### config.mk
export PLATFORM = sky130hd
export DESIGN_NAME = reset_sequencer
export DESIGN_NICKNAME = d
export VERILOG_FILES = /design/src/rtl/reset_sequencer.sv
export SDC_FILE = /design/constraint.sdc
export NUM_CORES = 1
export LEC_CHECK = 0
export CAP_MARGIN = 20
export CORE_AREA = 2 2 39 41
export CTS_CLUSTER_SIZE = 28
export DETAILED_ROUTE_END_ITERATION = 7
export DIE_AREA = 0 0 41 43
export SLEW_MARGIN = 40
export SYNTH_ARGS = -nofsm -noshare
export SYNTH_HDL_FRONTEND = slang
export SYNTH_SLANG_ARGS = --single-unit
export TNS_END_PERCENT = 100
### constraint.sdc
create_clock -name clk -period 1.82 [get_ports clk]
set_clock_uncertainty 0.15 [all_clocks]
set_input_delay 0.455 -clock clk [delete_from_list [all_inputs] [get_ports clk]]
set_output_delay 0.455 -clock clk [all_outputs]
set_load 0.005 [all_outputs]
### src/rtl/reset_sequencer.sv
// rtl/reset_sequencer.sv - warm/cold system reset sequencer with optional RAM zero-fill sweep
// Optional RAM clear sweep is built only when RESET_SEQUENCER_COLD_CLEAR_EN is defined.
module reset_sequencer #(
    parameter int HOLD_CYCLES = 16,
    parameter int CLR_ADDR_W  = 14
) (
    input  logic                  clk,
    input  logic                  reset,
    input  logic                  reset_req,
    input  logic                  reset_req_cold,
    output logic                  sys_reset,
    output logic                  clr_wren,
    output logic [CLR_ADDR_W-1:0] clr_addr,
    input  logic                  clr_ack,
    output logic                  cold_flag
);

    localparam int HC_W = (HOLD_CYCLES > 1) ? $clog2(HOLD_CYCLES) : 1;
    localparam logic [HC_W-1:0]       HC_LAST   = HC_W'(HOLD_CYCLES - 1);
    localparam logic [CLR_ADDR_W-1:0] ADDR_LAST = '1;

`ifdef RESET_SEQUENCER_COLD_CLEAR_EN
    localparam bit CLR_EN = 1'b1;
`else
    localparam bit CLR_EN = 1'b0;
`endif

    typedef enum logic [1:0] {
        ST_IDLE  = 2'd0,
        ST_CLEAR = 2'd1,
        ST_HOLD  = 2'd2
    } state_t;

    // Power-on is treated as a cold request, so it lands where a cold request would.
    localparam state_t ST_POR = CLR_EN ? ST_CLEAR : ST_HOLD;

    state_t                state_q,    state_d;
    logic [HC_W-1:0]       hold_cnt_q, hold_cnt_d;
    logic [CLR_ADDR_W-1:0] clr_addr_q, clr_addr_d;
    logic                  cold_flag_q, cold_flag_d;
    logic                  cold_req;

    // Next-state decode: cold requests pre-empt ack and hold completion; warm requests only restart HOLD.
    always_comb begin
        state_d     = state_q;
        hold_cnt_d  = hold_cnt_q;
        clr_addr_d  = clr_addr_q;
        cold_flag_d = cold_flag_q;
        cold_req    = CLR_EN && reset_req && reset_req_cold;

        unique case (state_q)
            ST_IDLE: begin
                if (reset_req) begin
                    cold_flag_d = reset_req_cold;
                    if (cold_req) begin
                        state_d    = ST_CLEAR;
                        clr_addr_d = '0;
                    end else begin
                        state_d    = ST_HOLD;
                        hold_cnt_d = '0;
                    end
                end
            end
            ST_CLEAR: begin
                if (cold_req) begin
                    clr_addr_d  = '0;
                    cold_flag_d = 1'b1;
                end else if (clr_ack) begin
                    if (clr_addr_q == ADDR_LAST) begin
                        state_d    = ST_HOLD;
                        hold_cnt_d = '0;
                    end else begin
                        clr_addr_d = clr_addr_q + 1'b1;
                    end
                end
            end
            ST_HOLD: begin
                if (cold_req) begin
                    state_d     = ST_CLEAR;
                    clr_addr_d  = '0;
                    cold_flag_d = 1'b1;
                end else if (reset_req) begin
                    // Without the clear sweep a cold request degenerates to a restart but is still recorded.
                    hold_cnt_d = '0;
                    if (reset_req_cold) begin
                        cold_flag_d = 1'b1;
                    end
                end else if (hold_cnt_q == HC_LAST) begin
                    state_d    = ST_IDLE;
                    hold_cnt_d = '0;
                end else begin
                    hold_cnt_d = hold_cnt_q + 1'b1;
                end
            end
            default: begin
                state_d = ST_IDLE;
            end
        endcase
    end

    // State and datapath registers; power-on reset dominates every request.
    always_ff @(posedge clk) begin
        if (reset) begin
            state_q     <= ST_POR;
            hold_cnt_q  <= '0;
            clr_addr_q  <= '0;
            cold_flag_q <= 1'b1;
        end else begin
            state_q     <= state_d;
            hold_cnt_q  <= hold_cnt_d;
            clr_addr_q  <= clr_addr_d;
            cold_flag_q <= cold_flag_d;
        end
    end

    assign sys_reset = (state_q != ST_IDLE);
    assign clr_wren  = CLR_EN && (state_q == ST_CLEAR);
    assign clr_addr  = CLR_EN ? clr_addr_q : '0;
    assign cold_flag = cold_flag_q;

endmodule

* Word level (Yosys, flattened, before mapping) *
Cells that the tools add are included.
W data, S select, Z words.

word-level totals
  logic and storage cells = 42
  RAM bits = 0
  input bits = 5
  bits in read-only memories = 0
  memories kept = 0
  register bits after elaboration = 21
  bits in latches = 0

cells by class
  shift-type cells = 0
  divide/modulo/power cells = 0
  reduce and logical (&&, ||, !) cells = 8
  mux-type cells = 16
  add/subtract/negate cells = 2
  magnitude comparators = 0
  equality and inequality tests = 11
  bitwise operators = 1
  $mul = 0

operators with widths
  kind                     count
  $mux W4                  5
  $add A14 B1 Y14 const B  1
  $eq A14 B14 Y1 const B   1
  $ne A2 B2 Y1 const B     7
  $pmux W4 S3              1
  $mux W2                  5
  $reduce_and A4 Y1        2
  $pmux W2 S3              1
  $reduce_and A5 Y1        1
  $add A4 B1 Y4 const B    1
  $eq A4 B4 Y1 const B     1
  $reduce_bool A2 Y1       2
  $mux W1                  3
  $reduce_and A3 Y1        1
  $reduce_bool A3 Y1       1
  $eq A2 B1 Y1 const B     1
  $eq A2 B2 Y1 const B     1
  $logic_not A2 Y1         1
  $pmux W1 S2              1
  $not A1 Y1               1

* Longest topological paths before layout *
  word-level depth = 4
  depth in mapped cells = 4
  mapped depth without buffers = 4

* Worst setup path after synthesis *
OpenSTA, ideal clock, no wires.

  kind = register -> register
  start point = register hold_cnt_q[0]
  end point = register state_q[1]
  setup slack = 0.639 ns
  arrival = 0.911 ns
  cell stages (with the launch flop) = 4
  data required time = 1.550 ns
  period minus slack after synthesis = 1.181 ns
  library setup time = 0.120 ns
  buffers on the path = 0
  cell sequence = dfxtp_1 -> ha_1 -> nand3_1 -> a211o_1

between the ends
  word-level cells in the longest chain between the ends = 3

RTL lines
  element                             RTL line  source
  start: declaration                  38        logic [HC_W-1:0] hold_cnt_q, hold_cnt_d;
  start signal: assignment            110       hold_cnt_q <= hold_cnt_d;
  $eq A4 B4 Y1                        88        end else if (hold_cnt_q == HC_LAST) begin
  $ne A2 B2 Y1 (no source line)       --
  $reduce_and A5 Y1 (no source line)  --
  end signal: assignment              109       state_q <= state_d;
  end: declaration                    37        state_t state_q, state_d;

Every way passes these cells.
A chain may end at the register's enable or synchronous reset.

* Worst setup path after layout *
  start point = register cold_flag_q (netlist: cold_flag)
  end point = output port cold_flag

RTL lines
  element                   RTL line  source
  start: declaration        40        logic cold_flag_q, cold_flag_d;
  start signal: assignment  112       cold_flag_q <= cold_flag_d;
  end: declaration          15        output logic cold_flag

No word-level cell between the ends.

==> reports/summary.txt <==
CP max stage cell: clkdlybuf4s50_1
RSZ-0062 raised after global routing: no
Max FO, Critical Path: 2
Critical path data required time: 1.21 ns
R2R Setup Slk: 0.53 ns
Reg2Reg Depth: 3
Commonest non-fill, non-tap cell in the layout: conb_1
Die area: 1763 um^2
Reg2reg end: state_q[1]
Via count: 258
Core Rows: 14
Fin Setup TNS: 0 ns
Number of setup buffers added after CTS: 0
CP Buf/Inv Count: 1
Cts repair resizes: 0
Chip Height: 43 um
Synth Cell Area: 372.9 um^2
Register area: 120.1 um^2
Longest Clk Path Bufs: 2
Largest net degree at the start of global routing: 9
Ports: 22
Final nets: 57
CTS clk-pin slew, worst paths: 0.04 ns
Seq/Total Area, Yosys: 32.21%
Synth Instances: 41
Clock root buffer: clkbuf_4
Yosys synthesis warning count: 0
Startpoint types: flop
Delay-heaviest family, CP: buffers and inverters
Reg2reg start: hold_cnt_q[0]
Antenna Cells: 0
Final RePlAce weighted congestion: 0.7975
Leading cell types in the layout, fill and taps excluded: conb_1 (15), dfxtp_1 (6), clkdlybuf4s50_1 (5)
Cell Chain, Critical Path: clkdlybuf4s50_1
Vias in the first global route: 195
Vias/cell: 3.969
Worst setup EP type: primary output
Status: completed
CTS Buf Count: 3
Grt ovf: 0
CTS Hold Bufs: 0
Final core occ: 29.57%
DRT Pass-1 Iters: 2
Worst skew pair latency: 0.25 ns
Final Cycle Share: 92.58%
Mean area per synthesized cell: 9.094 um^2
Die X: 41 um
Pleak: 0.1784 nW
Hold EP: cold_flag
Worst path arrival time: 1.08 ns
Max Clock Freq: 593.5 MHz
Hpwl dp: 443.6 um
Final setup viols: 0
Pwr dens: 697.2 nW/um^2
Clk sink count: 6
Min-delay src: cold_flag
Tmin final: 1.685 ns
Max-cap viol count: 0
CTS H-tree depth: 1
Area Overhead vs Synth: 9.731%
GRT Total Usage: 7.746%
TritonCTS clock tree: yes
Buffers on Ports: 5
# DRC: 0
Worst VDD drop: 234.9 uV
Filler cells: 159
Fraction of layout instances using a drive strength above 1: 10.20%
Antenna violations before repair: 0
Max-slew violations: 0
Hold Fails Final Rpt: 0
Post-synth cell types: 19
Worst path max stage delay: 0.50 ns
Final WL: 541 um
#FFs+latches synth: 6
Worst hold path depth: 1
HP Class: flop to flop
Routed WL per cell: 8.323 um
First-pass GRT wire length: 807 um
Crit path kind: flop to primary output
Antenna Violating Nets Remaining: 0
Initial core utilization: 26.94%
1st-iter DRT viols: 4
Core Region: 1384 um^2
Area of the multi-input gates: 181.4 um^2
registers in the layout, summed over array words and instances (netlist names):
name / flops
hold_cnt_q: 4
cold_flag: 1
state_q: 1
worst max-delay path by stage:
stage	depth (start not counted)	startpoint	to
5_1_grt	1	cold_flag	cold_flag
4_1_cts	1	cold_flag	cold_flag
3_3_place_gp	3	reset_req	hold_cnt_q[3]
3_5_place_dp	3	reset_req	hold_cnt_q[3]
6_report	1	cold_flag	cold_flag
2_1_floorplan	3	hold_cnt_q[0]	state_q[1]
cells in the mapped netlist, drive strengths merged:
library cell  number  area (um^2)
a211o              1        8.760
a211oi             1        7.510
a21oi              1        5.000
a221o              1        10.01
a41oi              1        8.760
buf               16        123.9
conb               1        3.750
dfxtp              6        120.1
ha                 1        12.51
mux2i              1        10.01
nand2              1        3.750
nand2b             2        12.51
nand3              2        10.01
nand3b             1        7.510
nor2               1        3.750
nor3               2        10.01
nor4               1        6.260
xor2               1        8.760
through the flow:
stage               hold WS, ns  power [W]  worst slack [ns]  cells  cell area, um^2
finish                   0.3448  0.0002852            0.1350     65            409.1
CTS                      0.3507  0.0002933            0.1200     65            409.1
global placement         0.3241  0.0001623            0.2552     62            386.6
global route             0.3836  0.0003042           0.08410     65            409.1
detailed placement       0.3326  0.0001628            0.2279     62            386.6
floorplan                0.3288  0.0001731            0.6389     55            425.4
logic make-up (layout without fill, tap and decap cells):
logic type      Yosys count  in the layout  synth area share, %
compound gates            5              5                10.74
xor+xnor                  1              1                2.349
fa+ha+maj                 1              1                3.355
buf+inv                  16             10                33.22
flops                     6              6                32.22
mux                       1              1                2.685
other cells               1             15                1.006
simple gates             10             10                14.43
layout make-up:
cell class                 count  area share, %
timing repair buffer           7          15.90
tap                           16          4.893
sequential                     6          29.36
multi-input combinational     33          44.34
clock buffer                   3          5.505
power by group:
part | internal [W] | switching [W] | total [W]
Combinational | 0.0000102 | 0.0000141 | 0.0000243
Clock | 0.0000746 | 0.0000496 | 0.000124
Sequential | 0.000134 | 0.00000248 | 0.000137
Total | 0.000219 | 0.0000662 | 0.000285
routing by layer:
metal  up-vias  track usage [%]  share of wire (%)  wire [um]
met2         9            10.63                 53        285
li1        127                -                  -          -
met5         -                0                  0          0
met4         0            8.000                4.1         22
met1       119            6.149                 36        195
met3         3            6.283                7.0         38
No activity file was read; power rests on OpenSTA's default activity.
